==> src/rtl/rf_pkg.sv <==
// Shared register-file types and constants for the writeback scheduler slice.
package rf_pkg;

  localparam int RF_ADDR_W = 5;
  localparam int RF_DATA_W = 32;
  localparam int RF_NREGS  = 32;
  localparam int CNT_W     = 4;

  typedef struct packed {
    logic                 wen;
    logic [RF_ADDR_W-1:0] addr;
    logic [RF_DATA_W-1:0] data;
  } rf_wr_t;

  typedef struct packed {
    logic                 valid;
    logic [RF_ADDR_W-1:0] rd;
    logic [RF_DATA_W-1:0] data;
  } ld_buf_t;

  function automatic logic [RF_NREGS-1:0] onehot(input logic [RF_ADDR_W-1:0] a);
    return {{(RF_NREGS-1){1'b0}}, 1'b1} << a;
  endfunction

endpackage

==> src/rtl/rf_wb_sched_if.sv <==
// Decode, ALU writeback, LSU response and register-file write bundle.
interface rf_wb_sched_if;
  import rf_pkg::*;

  logic                 id_valid;
  logic [RF_ADDR_W-1:0] id_rs1;
  logic [RF_ADDR_W-1:0] id_rs2;
  logic                 id_rs1_en;
  logic                 id_rs2_en;
  logic [RF_ADDR_W-1:0] id_rd;
  logic                 id_rd_en;
  logic                 id_is_load;
  logic                 stall;
  logic                 alu_wen;
  logic [RF_ADDR_W-1:0] alu_waddr;
  logic [RF_DATA_W-1:0] alu_wdata;
  logic                 lsu_rsp_valid;
  logic                 lsu_rsp_ready;
  logic [RF_ADDR_W-1:0] lsu_rsp_rd;
  logic [RF_DATA_W-1:0] lsu_rsp_data;
  logic                 rf_wen;
  logic [RF_ADDR_W-1:0] rf_waddr;
  logic [RF_DATA_W-1:0] rf_wdata;
  logic [RF_NREGS-1:0]  busy_vec;
  logic                 sb_err;

  modport master (
    output id_valid, id_rs1, id_rs2, id_rs1_en, id_rs2_en, id_rd, id_rd_en, id_is_load,
    output alu_wen, alu_waddr, alu_wdata, lsu_rsp_valid, lsu_rsp_rd, lsu_rsp_data,
    input  stall, lsu_rsp_ready, rf_wen, rf_waddr, rf_wdata, busy_vec, sb_err
  );

  modport slave (
    input  id_valid, id_rs1, id_rs2, id_rs1_en, id_rs2_en, id_rd, id_rd_en, id_is_load,
    input  alu_wen, alu_waddr, alu_wdata, lsu_rsp_valid, lsu_rsp_rd, lsu_rsp_data,
    output stall, lsu_rsp_ready, rf_wen, rf_waddr, rf_wdata, busy_vec, sb_err
  );

endinterface

==> src/rtl/gnrl_dffl.sv <==
// Generic load-enabled flop with synchronous active-high reset to zero.
module gnrl_dffl #(
  parameter int DW = 1
) (
  input  logic          clk,
  input  logic          rst,
  input  logic          i_en,
  input  logic [DW-1:0] i_d,
  output logic [DW-1:0] o_q
);

  // NOTE: non-blocking assignment so every flop samples pre-edge values.
  always_ff @(posedge clk) begin
    if (rst)       o_q <= '0;
    else if (i_en) o_q <= i_d;
  end

endmodule

==> src/rtl/rf_scoreboard.sv <==
// Busy-register vector and outstanding-load counter; a set beats a clear on the same bit.
module rf_scoreboard
  import rf_pkg::*;
(
  input  logic                 clk,
  input  logic                 rst,
  input  logic                 i_set_en,
  input  logic [RF_ADDR_W-1:0] i_set_addr,
  input  logic                 i_clr_en,
  input  logic [RF_ADDR_W-1:0] i_clr_addr,
  input  logic                 i_inc,
  input  logic                 i_dec,
  output logic [RF_NREGS-1:0]  o_busy_vec,
  output logic [CNT_W-1:0]     o_count
);

  logic [RF_NREGS-1:0] r_busy;
  logic [RF_NREGS-1:0] w_busy_nxt;
  logic [CNT_W-1:0]    r_cnt;
  logic [CNT_W-1:0]    w_cnt_nxt;

  // NOTE: default assignment first; a branch that skips a variable would infer a latch.
  always_comb begin
    w_busy_nxt = r_busy;
    if (i_clr_en) w_busy_nxt = w_busy_nxt & ~onehot(i_clr_addr);
    if (i_set_en) w_busy_nxt = w_busy_nxt | onehot(i_set_addr);
    w_busy_nxt[0] = 1'b0;
  end

  // Decrement saturates at zero so a spurious drain cannot wrap the counter.
  always_comb begin
    w_cnt_nxt = r_cnt;
    case ({i_inc, i_dec})
      2'b10:   w_cnt_nxt = r_cnt + 1'b1;
      2'b01:   w_cnt_nxt = (r_cnt == '0) ? '0 : r_cnt - 1'b1;
      default: ;
    endcase
  end

  gnrl_dffl #(.DW(RF_NREGS)) u_busy (
    .clk(clk), .rst(rst), .i_en(1'b1), .i_d(w_busy_nxt), .o_q(r_busy)
  );

  gnrl_dffl #(.DW(CNT_W)) u_cnt (
    .clk(clk), .rst(rst), .i_en(1'b1), .i_d(w_cnt_nxt), .o_q(r_cnt)
  );

  assign o_busy_vec = r_busy;
  assign o_count    = r_cnt;

endmodule

==> src/rtl/rf_wb_sched.sv <==
// Shares the register-file write port between ALU writeback and buffered load
// results, and raises the decode stall for scoreboard hazards and load overflow.
module rf_wb_sched
  import rf_pkg::*;
#(
  parameter int MAX_OUTSTANDING = 4
) (
  input logic         clk,
  input logic         rst,
  rf_wb_sched_if.slave bus
);

  localparam logic [CNT_W-1:0] MAX_CNT = CNT_W'(MAX_OUTSTANDING);

  logic [RF_NREGS-1:0] w_busy;
  logic [CNT_W-1:0]    w_count;
  logic                w_hz;
  logic                w_full;
  logic                w_stall;
  logic                w_issue_ld;
  logic                w_alu_wr;
  logic                w_drain;
  logic                w_drain_wr;
  logic                w_ready;
  logic                w_hs;
  logic                w_err_set;
  ld_buf_t             r_buf;
  ld_buf_t             w_buf_nxt;
  rf_wr_t              r_rf;
  rf_wr_t              w_rf_nxt;
  logic                r_err;

  assign w_hz = (bus.id_rs1_en & w_busy[bus.id_rs1]) |
                (bus.id_rs2_en & w_busy[bus.id_rs2]) |
                (bus.id_rd_en  & w_busy[bus.id_rd]);
  assign w_full     = bus.id_is_load & (w_count == MAX_CNT);
  assign w_stall    = bus.id_valid & (w_hz | w_full);
  assign w_issue_ld = bus.id_valid & ~w_stall & bus.id_is_load & bus.id_rd_en &
                      (bus.id_rd != '0);

  // ALU writeback cannot be held off, so the load buffer only drains in ALU-free cycles.
  assign w_alu_wr   = bus.alu_wen & (bus.alu_waddr != '0);
  assign w_drain    = r_buf.valid & ~w_alu_wr;
  assign w_drain_wr = w_drain & (r_buf.rd != '0);
  assign w_ready    = ~rst & (~r_buf.valid | w_drain);
  assign w_hs       = bus.lsu_rsp_valid & w_ready;
  assign w_err_set  = w_drain_wr & (~w_busy[r_buf.rd] | (w_count == '0));

  always_comb begin
    w_buf_nxt = r_buf;
    if (w_drain) w_buf_nxt.valid = 1'b0;
    if (w_hs)    w_buf_nxt = '{valid: 1'b1, rd: bus.lsu_rsp_rd, data: bus.lsu_rsp_data};
  end

  always_comb begin
    w_rf_nxt = '0;
    if (w_alu_wr)        w_rf_nxt = '{wen: 1'b1, addr: bus.alu_waddr, data: bus.alu_wdata};
    else if (w_drain_wr) w_rf_nxt = '{wen: 1'b1, addr: r_buf.rd, data: r_buf.data};
  end

  gnrl_dffl #(.DW($bits(ld_buf_t))) u_buf (
    .clk(clk), .rst(rst), .i_en(1'b1), .i_d(w_buf_nxt), .o_q(r_buf)
  );

  gnrl_dffl #(.DW($bits(rf_wr_t))) u_rf (
    .clk(clk), .rst(rst), .i_en(1'b1), .i_d(w_rf_nxt), .o_q(r_rf)
  );

  gnrl_dffl #(.DW(1)) u_err (
    .clk(clk), .rst(rst), .i_en(w_err_set), .i_d(1'b1), .o_q(r_err)
  );

  rf_scoreboard u_sb (
    .clk        (clk),
    .rst        (rst),
    .i_set_en   (w_issue_ld),
    .i_set_addr (bus.id_rd),
    .i_clr_en   (w_drain_wr),
    .i_clr_addr (r_buf.rd),
    .i_inc      (w_issue_ld),
    .i_dec      (w_drain_wr),
    .o_busy_vec (w_busy),
    .o_count    (w_count)
  );

  assign bus.stall         = w_stall;
  assign bus.lsu_rsp_ready = w_ready;
  assign bus.rf_wen        = r_rf.wen;
  assign bus.rf_waddr      = r_rf.addr;
  assign bus.rf_wdata      = r_rf.data;
  assign bus.busy_vec      = w_busy;
  assign bus.sb_err        = r_err;

endmodule

==> src/flat_wrapper.sv <==
// flat-port wrapper written by rule: the top's interface ports become plain ports
module rf_wb_sched_flat import rf_pkg::*;
#(
  parameter int MAX_OUTSTANDING = 4
)
  (clk, rst, bus_id_valid, bus_id_rs1, bus_id_rs2, bus_id_rs1_en, bus_id_rs2_en, bus_id_rd, bus_id_rd_en, bus_id_is_load, bus_alu_wen, bus_alu_waddr, bus_alu_wdata, bus_lsu_rsp_valid, bus_lsu_rsp_rd, bus_lsu_rsp_data, bus_stall, bus_lsu_rsp_ready, bus_rf_wen, bus_rf_waddr, bus_rf_wdata, bus_busy_vec, bus_sb_err);
  rf_wb_sched_if bus_i ();
  input logic clk;
  input logic rst;
  input wire logic [$bits(bus_i.id_valid)-1:0] bus_id_valid;
  input wire logic [$bits(bus_i.id_rs1)-1:0] bus_id_rs1;
  input wire logic [$bits(bus_i.id_rs2)-1:0] bus_id_rs2;
  input wire logic [$bits(bus_i.id_rs1_en)-1:0] bus_id_rs1_en;
  input wire logic [$bits(bus_i.id_rs2_en)-1:0] bus_id_rs2_en;
  input wire logic [$bits(bus_i.id_rd)-1:0] bus_id_rd;
  input wire logic [$bits(bus_i.id_rd_en)-1:0] bus_id_rd_en;
  input wire logic [$bits(bus_i.id_is_load)-1:0] bus_id_is_load;
  input wire logic [$bits(bus_i.alu_wen)-1:0] bus_alu_wen;
  input wire logic [$bits(bus_i.alu_waddr)-1:0] bus_alu_waddr;
  input wire logic [$bits(bus_i.alu_wdata)-1:0] bus_alu_wdata;
  input wire logic [$bits(bus_i.lsu_rsp_valid)-1:0] bus_lsu_rsp_valid;
  input wire logic [$bits(bus_i.lsu_rsp_rd)-1:0] bus_lsu_rsp_rd;
  input wire logic [$bits(bus_i.lsu_rsp_data)-1:0] bus_lsu_rsp_data;
  output wire logic [$bits(bus_i.stall)-1:0] bus_stall;
  output wire logic [$bits(bus_i.lsu_rsp_ready)-1:0] bus_lsu_rsp_ready;
  output wire logic [$bits(bus_i.rf_wen)-1:0] bus_rf_wen;
  output wire logic [$bits(bus_i.rf_waddr)-1:0] bus_rf_waddr;
  output wire logic [$bits(bus_i.rf_wdata)-1:0] bus_rf_wdata;
  output wire logic [$bits(bus_i.busy_vec)-1:0] bus_busy_vec;
  output wire logic [$bits(bus_i.sb_err)-1:0] bus_sb_err;
  assign bus_i.id_valid = bus_id_valid;
  assign bus_i.id_rs1 = bus_id_rs1;
  assign bus_i.id_rs2 = bus_id_rs2;
  assign bus_i.id_rs1_en = bus_id_rs1_en;
  assign bus_i.id_rs2_en = bus_id_rs2_en;
  assign bus_i.id_rd = bus_id_rd;
  assign bus_i.id_rd_en = bus_id_rd_en;
  assign bus_i.id_is_load = bus_id_is_load;
  assign bus_i.alu_wen = bus_alu_wen;
  assign bus_i.alu_waddr = bus_alu_waddr;
  assign bus_i.alu_wdata = bus_alu_wdata;
  assign bus_i.lsu_rsp_valid = bus_lsu_rsp_valid;
  assign bus_i.lsu_rsp_rd = bus_lsu_rsp_rd;
  assign bus_i.lsu_rsp_data = bus_lsu_rsp_data;
  assign bus_stall = bus_i.stall;
  assign bus_lsu_rsp_ready = bus_i.lsu_rsp_ready;
  assign bus_rf_wen = bus_i.rf_wen;
  assign bus_rf_waddr = bus_i.rf_waddr;
  assign bus_rf_wdata = bus_i.rf_wdata;
  assign bus_busy_vec = bus_i.busy_vec;
  assign bus_sb_err = bus_i.sb_err;
  rf_wb_sched #(.MAX_OUTSTANDING(MAX_OUTSTANDING)) u_core (.clk(clk), .rst(rst), .bus(bus_i));
endmodule
==> config.mk <==
export PLATFORM = sky130hd
export DESIGN_NAME = rf_wb_sched_flat
export DESIGN_NICKNAME = d
export VERILOG_FILES = /design/src/rtl/rf_pkg.sv /design/src/rtl/rf_wb_sched_if.sv /design/src/rtl/gnrl_dffl.sv /design/src/rtl/rf_scoreboard.sv /design/src/rtl/rf_wb_sched.sv /design/src/flat_wrapper.sv
export SDC_FILE = /design/constraint.sdc
export NUM_CORES = 1
export LEC_CHECK = 0
export ABC_AREA = 1
export CAP_MARGIN = 20
export CORE_ASPECT_RATIO = 0.75
export CORE_UTILIZATION = 52
export CTS_CLUSTER_DIAMETER = 150
export DETAILED_ROUTE_END_ITERATION = 7
export DONT_BUFFER_PORTS = 1
export PLACE_DENSITY = 0.67
export SYNTH_ARGS = -nofsm -noshare
export SYNTH_HDL_FRONTEND = slang
export SYNTH_HIERARCHICAL = 1
export SYNTH_SLANG_ARGS = --single-unit
==> constraint.sdc <==
create_clock -name clk -period 4.9 [get_ports clk]
set_input_delay 0.98 -clock clk [delete_from_list [all_inputs] [get_ports clk]]
set_output_delay 0.98 -clock clk [all_outputs]
set_load 0.01 [all_outputs]
==> results_dict.tcl, run 1 <==
set metrics [dict create \
    r2r_end "u_core/u_sb/u_busy/o_q[16]$_SDFFE_PP0P_" \
    syn_inst 1415 \
    slew_headroom_pct 32.94 \
    syn_area_sq_um 8190 \
    num_vias 8359 \
    path_clk_slew_ns 0.05 \
    yosysWarnings 6 \
    insertedDiodeCount 0 \
    grt_usage_pct 30.60 \
    fin_crit_sh_pct 65.65 \
    antenna_left 0 \
    drt_wl_total_mm 24.63 \
    peakVddDrop_mv 0.2344 \
    die-area_sq_um 16260 \
    io_buffers 0 \
    synthXorXnorAreaFrac_pct 0 \
    avgSynthCellArea_sq_um 5.788 \
    grt_first_pass_wirelength_mm 39.31 \
    tns_ns 0 \
    drive_above_1_share_pct 9.404 \
    setup_slack_ns 1.683 \
    finalSetupViolations 0 \
    die_x_um 146.9 \
    synth_top_cell_by_area "dfxtp_1" \
    cp-start-kind "input pin" \
    critical_path_class "input pin to output pin" \
    core-area_sq_um 15320 \
    syn2layout_area_growth_pct 5.775 \
    hp-start "u_core/u_err/o_q$_SDFFE_PP0P_" \
    synth_fa_ha_area_share_pct 0.7638 \
    multi_input_area_sq_um 4737 \
    drc 0 \
    synth-edff-count 0 \
    hold-path-cell-count 2 \
    yosysTopAreaCellShare_pct 27.62 \
    cts_hold_buf 0 \
    rows 39 \
    ios 171 \
    antenna_found_initial 0 \
    cp-end-kind "output pin" \
    finClkSkew_ns 0.006280 \
    max_freq_mhz 310.8 \
    htree_levels 4 \
    synth_compound_area_share_pct 12.01 \
    worstPathArrival_ns 2.24 \
    final-seq-area_sq_um 2262 \
    synthSimpleGateAreaFrac_pct 44.45 \
    clock_sinks 113 \
    max_cap_violations 0 \
    finalNetCount 1484 \
    grt_pass1_vias 7398 \
    min_period_ns 3.217 \
    path_max_fanout 19 \
    tritoncts "done" \
    ys_async_sr_fraction_pct 0 \
    globalRoute.totalOverflow 0 \
    initial_core_util_pct 53.45 \
    hold_viol 0 \
    hp-class "flip-flop to flip-flop" \
    pre_cts_slack_ns 1.584 \
    p_leak_uw 0.004099 \
    clockBufferDepth 2 \
    worstHoldEndpoint "u_core/u_err/o_q$_SDFFE_PP0P_" \
    fin_total_pwr_uw 2765 \
    cts_root_buf "clkbuf_16" \
    rsz0062_at_grt "no" \
    crit_required_ns 3.92 \
    num-fill-cells 1569 \
    firstDrtPassIters 6 \
    synth.area.mux_share_pct 0 \
    synth_top_family_by_area "simple AND/OR/NAND/NOR gates" \
    wl_per_cell_um 15.41 \
    dieHeight_um 110.7 \
    synth_ff_type "dfxtp_1" \
    worstSkewPairLatency_ns 0.41 \
    gp_congestion 0.9736 \
    worst_pin_slew_ns 1.005 \
    rr_startpoint "u_core/u_buf/o_q[32]$_SDFFE_PP0P_" \
    first_iter_violations 803 \
    synth_cell_types 34 \
    cts_buffers 17 \
    yosysSeqAreaShare_pct 27.62 \
    dpl-instance-area_sq_um 8065 \
    utilization_pct 56.54 \
    postLayoutCellArea_sq_um 8663 \
    grt_max_degree 66 \
    cts_setup_buffers 0 \
    synth_area_leaders "dfxtp_1 (28%), nand2_1 (21%), nor2_1 (12%), inv_1 (8.5%), nand3_1 (5.7%)" \
    dpl.hpwl_mm 16.87 \
    viasPerCell 5.231 \
    rrSetupSlack_ns 1.83 \
    ctsResizeCount 0 \
    slew_viol_final 0 \
    p_per_area_nw_per_um2 319.2 \
    run_status "finished clean" \
    rr_worst_depth 11 \
    synth_seq_cells 113 \
]
==> cell usage after synthesis, types with 2 or more instances <==
cell type  instances
buf_6             15
buf_2             28
o21ai_1           51
dfxtp_1          113
conb_1             3
nand2_1          449
inv_2             15
a21oi_2           36
buf_4             15
nor3_2             8
nand2_2            4
o22ai_1            6
a21boi_0           2
o21ai_0           53
nand4_1           10
nor3_1             5
clkbuf_2           2
a21oi_1           14
nor2_2             5
nor2_4            21
ha_1               5
clkbuf_1           9
nand3b_1           3
nand3_1           94
nand2_4            2
inv_1            186
nor2_1           254
==> power by group <==
part	switching (uW)	internal, uW
combinational	292	167
sequential	119	983
clock	439	766
total	849	1920
==> critical path, stage by stage <==
cell and delay, ns:
inv_1 0.28, nand2_1 0.10, nand3_1 0.09, nand3_1 0.08, nand2_1 0.09, nand2_1 0.05, nand3_1 0.08, nand3_1 0.08
nand2_1 0.16, nor2_1 0.07, nor2_1 0.19
==> routing by layer <==
metal / part of all wire (%) / routed length, um / vias to the layer above / global-route usage, %
met4: 1.1 / 278 / 0 / 7.560
li1: - / - / 4243 / -
met3: 11 / 2831 / 23 / 8.560
met5: 0 / 0 / - / 0
met1: 47 / 11550 / 3691 / 44.88
met2: 40 / 9972 / 402 / 43.60
==> flip-flops by register name, indices dropped and copies added (netlist names) <==
signal	count
u_core/u_sb/u_busy/o_q	32
u_core/u_err/o_q	1
u_core/u_buf/o_q	38
u_core/u_rf/o_q	38
u_core/u_sb/u_cnt/o_q	4
==> cell usage in the layout, fill, tap and decap left out, types with 10 or more instances in the layout <==
cell type / instances
o21ai_1: 51
nand3_1: 94
inv_1: 186
clkbuf_16: 17
nand4_1: 10
inv_2: 15
conb_1: 12
a21oi_2: 36
nor2_4: 21
nor2_1: 254
dfxtp_1: 113
o21ai_0: 53
a21oi_1: 14
nand2_1: 449
==> logic make-up after synthesis <==
logic type / after synthesis
buffers and inverters: 272
other: 3
AND/OR/NAND/NOR: 857
flip-flops: 113
adder cells (fa/ha/maj): 5
AO/OA/AOI/OAI: 165
==> how the worst max path moves through the flow <==
stage          depth (start not counted)  slack [ns]                         startpoint                                     end
4_1_cts                               11        1.71                      bus_id_rs2[0]                               bus_stall
3_5_place_dp                          15        1.58                   bus_alu_waddr[4]       u_core/u_buf/o_q[27]$_SDFFE_PP0P_
6_report                              11        1.68                      bus_id_rs2[0]                               bus_stall
5_1_grt                               11        1.54  u_core/u_buf/o_q[32]$_SDFFE_PP0P_  u_core/u_sb/u_busy/o_q[6]$_SDFFE_PP0P_
2_1_floorplan                         22        1.45                      bus_id_rs1[0]   u_core/u_sb/u_cnt/o_q[2]$_SDFFE_PP0P_
3_3_place_gp                          15        1.64                   bus_alu_waddr[3]       u_core/u_buf/o_q[22]$_SDFFE_PP0P_
==> area by class of cell <==
class | instances | area share, %
Clock buffer | 20 | 5.272
Clock inverter | 11 | 1.314
Inverter | 203 | 8.824
Multi-Input combinational cell | 1039 | 54.68
Sequential cell | 113 | 26.11
Tap cell | 205 | 2.961
Timing Repair Buffer | 7 | 0.8377
==> through the flow <==
stage,instances,hold WS [ns]
floorplan,1424,0.5363
global placement,1566,0.5486
detailed placement,1566,0.5482
CTS,1597,0.5625
global route,1598,0.5949
finish,1598,0.5570
(Power assumes the default switching activity.)
==> inputs of run 2 (changes only) <==
==> constraint.sdc (replaced) <==
create_clock -name clk -period 3.05 [get_ports clk]
set_input_delay 0.61 -clock clk [delete_from_list [all_inputs] [get_ports clk]]
set_output_delay 0.61 -clock clk [all_outputs]
set_load 0.01 [all_outputs]
==> run 2 against run 1 <==
Against the previous run: final cell count grew 0.94%; power is 66% higher; worst setup slack worse by 1.4 ns; highest routed layer unchanged.
==> results_dict.tcl, run 2 (synthesis results as in run 1) <==
set metrics [dict create \
    path_max_fanout 7 \
    insertedDiodeCount 0 \
    ctsResizeCount 0 \
    grt_pass1_vias 7242 \
    gp_congestion 1.017 \
    dieHeight_um 110.7 \
    tritoncts "done" \
    hp-class "input pin to flip-flop" \
    cp-start-kind "flip-flop" \
    cts_hold_buf 0 \
    setup_slack_ns 0.2861 \
    grt_usage_pct 30.77 \
    drive_above_1_share_pct 10.44 \
    slew_viol_final 0 \
    core-area_sq_um 15320 \
    viasPerCell 5.241 \
    antenna_found_initial 0 \
    max_cap_violations 0 \
    worst_path_largest_cell_delay_ns 0.71 \
    syn2layout_area_growth_pct 7.440 \
    tns_ns 0 \
    globalRoute.totalOverflow 0 \
    critical_path_class "flip-flop to output pin" \
    initial_core_util_pct 53.45 \
    worstSkewPairLatency_ns 0.42 \
    firstDrtPassIters 6 \
    crit_chain "nand2_1, nand3_1, nand3_1, nand2_1, nand2_1, nand3b_1, nand3_1, nand2_1, nor2_1, nor2_1" \
    rrSetupSlack_ns 0.36 \
    fin_crit_sh_pct 90.62 \
    final_cell_mix "nand2_1 (449), nor2_1 (254), inv_1 (186), dfxtp_1 (113), nand3_1 (94)" \
    die-area_sq_um 16260 \
    run_status "finished clean" \
    p_per_area_nw_per_um2 520.7 \
    io_buffers 0 \
    finalNetCount 1498 \
    dpl.hpwl_mm 17.28 \
    cts_setup_buffers 0 \
    slew_headroom_pct 31.11 \
    num_vias 8453 \
    drt_wl_total_mm 25.03 \
    cp-end-kind "output pin" \
    clockBufferDepth 2 \
    grt_first_pass_wirelength_mm 39.49 \
    p_leak_uw 0.004173 \
    hold_viol 0 \
    finalSetupViolations 0 \
    htree_levels 4 \
    cts_buffers 17 \
    peakVddDrop_mv 0.3729 \
    drc 0 \
    pre_cts_slack_ns 0.2016 \
    min_period_ns 2.764 \
    clock_sinks 113 \
    grt_max_degree 65 \
    wl_per_cell_um 15.52 \
    finClkSkew_ns 0.006544 \
    antenna_left 0 \
    rsz0062_at_grt "no" \
    reg.largest.list "u_core/u_buf/o_q x38, u_core/u_rf/o_q x38, u_core/u_sb/u_busy/o_q x32" \
    cts_root_buf "clkbuf_16" \
    die_x_um 146.9 \
    crit_top_cell "nand2_1" \
    ios 171 \
    crit_required_ns 2.44 \
    cpMaxStageDelayCell "dfxtp_1" \
    max_freq_mhz 361.8 \
    layout_commonest_cell "nand2_1" \
    worstPathArrival_ns 2.15 \
    path_clk_slew_ns 0.05 \
    first_iter_violations 851 \
    rows 39 \
    worst_pin_slew_ns 1.032 \
]
## run 2: per-stage QoR
| step | std cells | util, % | area (sq um) | hold slack, ns | total power (uW) |
|---|---|---|---|---|---|
| after CTS | 1613 | 57.43 | 8800 | 0.3473 | 4566 |
| after floorplan | 1424 | - | 8229 | 0.5363 | 2382 |
| final | 1613 | 57.43 | 8800 | 0.3603 | 4582 |
| after detailed placement | 1581 | 53.49 | 8195 | 0.5577 | 2521 |
| after global placement | 1581 | 53.49 | 8195 | 0.5516 | 2511 |
| after global routing | 1613 | 57.43 | 8800 | 0.3531 | 4790 |
## run 2: path summary, 6_finish.rpt
check,start,to,cells after the start
worst max-delay path,u_core/u_sb/u_busy/o_q[11]$_SDFFE_PP0P_,bus_stall,10
worst min-delay path,rst,u_core/u_err/o_q$_SDFFE_PP0P_,3
worst max register to register,u_core/u_sb/u_busy/o_q[29]$_SDFFE_PP0P_,u_core/u_sb/u_cnt/o_q[2]$_SDFFE_PP0P_,19
worst min register to register,u_core/u_err/o_q$_SDFFE_PP0P_,u_core/u_err/o_q$_SDFFE_PP0P_,2
## run 2: critical path, delay by kind of cell (launching register included)
family           cells  cell delay, ns
flip-flops           1            0.71
AND/OR/NAND/NOR     10            1.02
## run 2: final cells by class
type | count | area (sq um)
repair buffers | 21 | 170.2
inverters | 203 | 764.5
well taps | 205 | 256.5
flip-flops and latches | 113 | 2262
clock inverters | 13 | 161.4
fillers | 1633 | 6523
multi-input cells | 1039 | 4742
clock buffers | 19 | 442.9
## run 2: report_power, final
part | total [uW] | switching [uW] | leakage, uW | internal, uW
logic | 788 | 507 | 0.00295 | 281
clock network | 2050 | 743 | 0.000285 | 1300
registers | 1750 | 167 | 0.000936 | 1580
total | 4580 | 1420 | 0.00417 | 3160
## run 2: layer usage
metal | wire length [um] | track usage, % | vias to the layer above | share of wire, %
met5 | 0 | 0 | - | 0
met4 | 396 | 9.691 | 0 | 1.6
met3 | 2980 | 8.848 | 40 | 12
met2 | 9950 | 42.94 | 406 | 40
met1 | 11700 | 44.94 | 3745 | 47
li1 | - | - | 4262 | -
==> inputs of run 3 (changes only) <==
--- a/config.mk
+++ b/config.mk
@@ -7,12 +7,14 @@
 export LEC_CHECK = 0
 export ABC_AREA = 1
 export CAP_MARGIN = 20
+export CELL_PAD_IN_SITES_DETAIL_PLACEMENT = 0
+export CELL_PAD_IN_SITES_GLOBAL_PLACEMENT = 2
 export CORE_ASPECT_RATIO = 0.75
-export CORE_UTILIZATION = 52
-export CTS_CLUSTER_DIAMETER = 150
+export CORE_UTILIZATION = 35
+export CTS_CLUSTER_DIAMETER = 50
 export DETAILED_ROUTE_END_ITERATION = 7
 export DONT_BUFFER_PORTS = 1
-export PLACE_DENSITY = 0.67
+export PLACE_DENSITY_LB_ADDON = 0.1
 export SYNTH_ARGS = -nofsm -noshare
 export SYNTH_HDL_FRONTEND = slang
 export SYNTH_HIERARCHICAL = 1
==> constraint.sdc (replaced) <==
create_clock -name clk -period 3.3 [get_ports clk]
set_input_delay 0.66 -clock clk [delete_from_list [all_inputs] [get_ports clk]]
set_output_delay 0.66 -clock clk [all_outputs]
set_load 0.01 [all_outputs]
==> run 3 against run 2 <==
Against the previous run: final cell count is 6.0% higher; register-to-register slack better by 0.06 ns; sequential share of layout area is 0.43 points lower; critical path depth stayed put; count of clock-buffer cells in the layout is 2 lower; sequential power is 7% lower; non-clock buffer count is 1 higher; cell area is 1.7% higher; routed wire length is 17% higher; via count is 2.3% lower; clock skew is 0.0059 ns higher.
==> results_dict.tcl, run 3 (synthesis results as in run 1) <==
set metrics [dict create \
    run_status "finished clean" \
    holdWs_ns 0.3945 \
    power.switching_uw 1415 \
    rows 48 \
    crit_required_ns 2.64 \
    antenna_left 0 \
    drt_wl_total_mm 29.34 \
    power_frac_clock_pct 44.5 \
    ios 171 \
    die-area_sq_um 24020 \
    drive_above_1_share_pct 10.57 \
    clockBufferDepth 2 \
    grt_max_degree 65 \
    intPower_uw 2859 \
    dieHeight_um 134.5 \
    grt_first_pass_wirelength_mm 44.76 \
    syn2layout_area_growth_pct 9.273 \
    antenna_found_initial 0 \
    finClkSkew_ns 0.01243 \
    rsz0062_at_grt "no" \
    tns_ns 0 \
    wl_per_cell_um 17.17 \
    grt_usage_pct 24.64 \
    min_period_ns 2.902 \
    clock_sinks 113 \
    hold-path-cell-count 3 \
    drc 0 \
    die_x_um 178.6 \
    core-area_sq_um 23000 \
    finalNetCount 1499 \
    cts_buffers 17 \
    cp-start-kind "flip-flop" \
    rr_worst_depth 22 \
    critical_path_class "flip-flop to output pin" \
    path_clk_slew_ns 0.07 \
    max_freq_mhz 344.6 \
    ctsResizeCount 0 \
    finalSetupViolations 0 \
    first_iter_violations 693 \
    layout_commonest_cell "nand2_1" \
    path_max_fanout 7 \
    globalRoute.totalOverflow 0 \
    hp-class "input pin to flip-flop" \
    viasPerCell 4.833 \
    worstPathArrival_ns 2.24 \
    fin_total_pwr_uw 4274 \
    firstDrtPassIters 6 \
    worst_pin_slew_ns 0.6732 \
    htree_levels 4 \
    grt_pass1_vias 7527 \
    dpl.hpwl_mm 20.65 \
    p_per_area_nw_per_um2 477.5 \
    hold_viol 0 \
    cts_setup_buffers 0 \
    peakVddDrop_mv 0.4018 \
    gp_congestion 0.8756 \
    p_leak_uw 0.004193 \
    insertedDiodeCount 0 \
    initial_core_util_pct 35.61 \
    p_seq_share_pct 38.1 \
    reg.largest.list "u_core/u_buf/o_q x38, u_core/u_rf/o_q x38, u_core/u_sb/u_busy/o_q x32" \
    final_cell_mix "nand2_1 (449), nor2_1 (254), inv_1 (186), dfxtp_1 (113), nand3_1 (93)" \
    comb_power_share_pct 17.4 \
    max_cap_violations 0 \
    slew_headroom_pct 55.06 \
    cp-end-kind "output pin" \
    fin_crit_sh_pct 87.94 \
    num_vias 8259 \
    cts_hold_buf 0 \
    worstSkewPairLatency_ns 0.42 \
    swShare_pct 33.10 \
    slew_viol_final 0 \
    io_buffers 0 \
    cts_root_buf "clkbuf_16" \
    tritoncts "done" \
]
==> run 3: power groups by stage <==
stage	logic [uW]	registers, uW	clock network [uW]
after global routing	855	1640	2010
after detailed placement	714	1650	0
after floorplan	616	1590	0
after global placement	711	1650	0
after CTS	718	1620	1950
final	743	1630	1900
==> run 3: metal layers <==
layer	wire (um)	track usage [%]	part of all wire, %	up-vias
li1	-	-	-	4269
met3	2665	6.869	9.1	28
met1	15150	38.35	52	3654
met4	393	5.556	1.3	0
met2	11140	32.45	38	308
met5	0	0	0	-
==> run 3: area by class of cell <==
class	count	area, sq um
Multi-Input combinational cell	1039	4742
Fill cell	2634	14050
Sequential cell	113	2262
Clock buffer	17	425.4
Tap cell	300	375.4
Timing Repair Buffer	22	210.2
Inverter	203	764.5
Clock inverter	15	170.2
==> run 3: path summary, 6_finish.rpt <==
| path | slack, ns | startpoint | endpoint |
|---|---|---|---|
| hold / removal | 0.39 | rst | u_core/u_err/o_q$_SDFFE_PP0P_ |
| setup / recovery | 0.40 | u_core/u_sb/u_busy/o_q[19]$_SDFFE_PP0P_ | bus_stall |
| setup reg to reg | 0.42 | u_core/u_sb/u_busy/o_q[19]$_SDFFE_PP0P_ | u_core/u_sb/u_cnt/o_q[3]$_SDFFE_PP0P_ |
| hold reg to reg | 0.57 | u_core/u_err/o_q$_SDFFE_PP0P_ | u_core/u_err/o_q$_SDFFE_PP0P_ |
==> run 3: metrics by stage <==
stage / setup slack [ns] / cell area (sq um) / util (%) / std cells
final: 0.3981 / 8950 / 38.91 / 1709
after global routing: 0.1357 / 8950 / 38.91 / 1709
after CTS: 0.4706 / 8950 / 38.91 / 1709
after detailed placement: 0.3568 / 8354 / 36.32 / 1677
after global placement: 0.3614 / 8327 / 36.20 / 1676
after floorplan: 0.1722 / 8224 / - / 1424
==> run 3: critical path, cell delays in order, from the launching register on <==
cell and delay (ns):
dfxtp_1 0.75, a21oi_1 0.15, o21ai_1 0.12, nand3_1 0.08, nand2_1 0.08, nand2_1 0.05
nand3_1 0.06, nand3_1 0.07, nand2_1 0.17, nor2_1 0.09, nor2_1 0.20
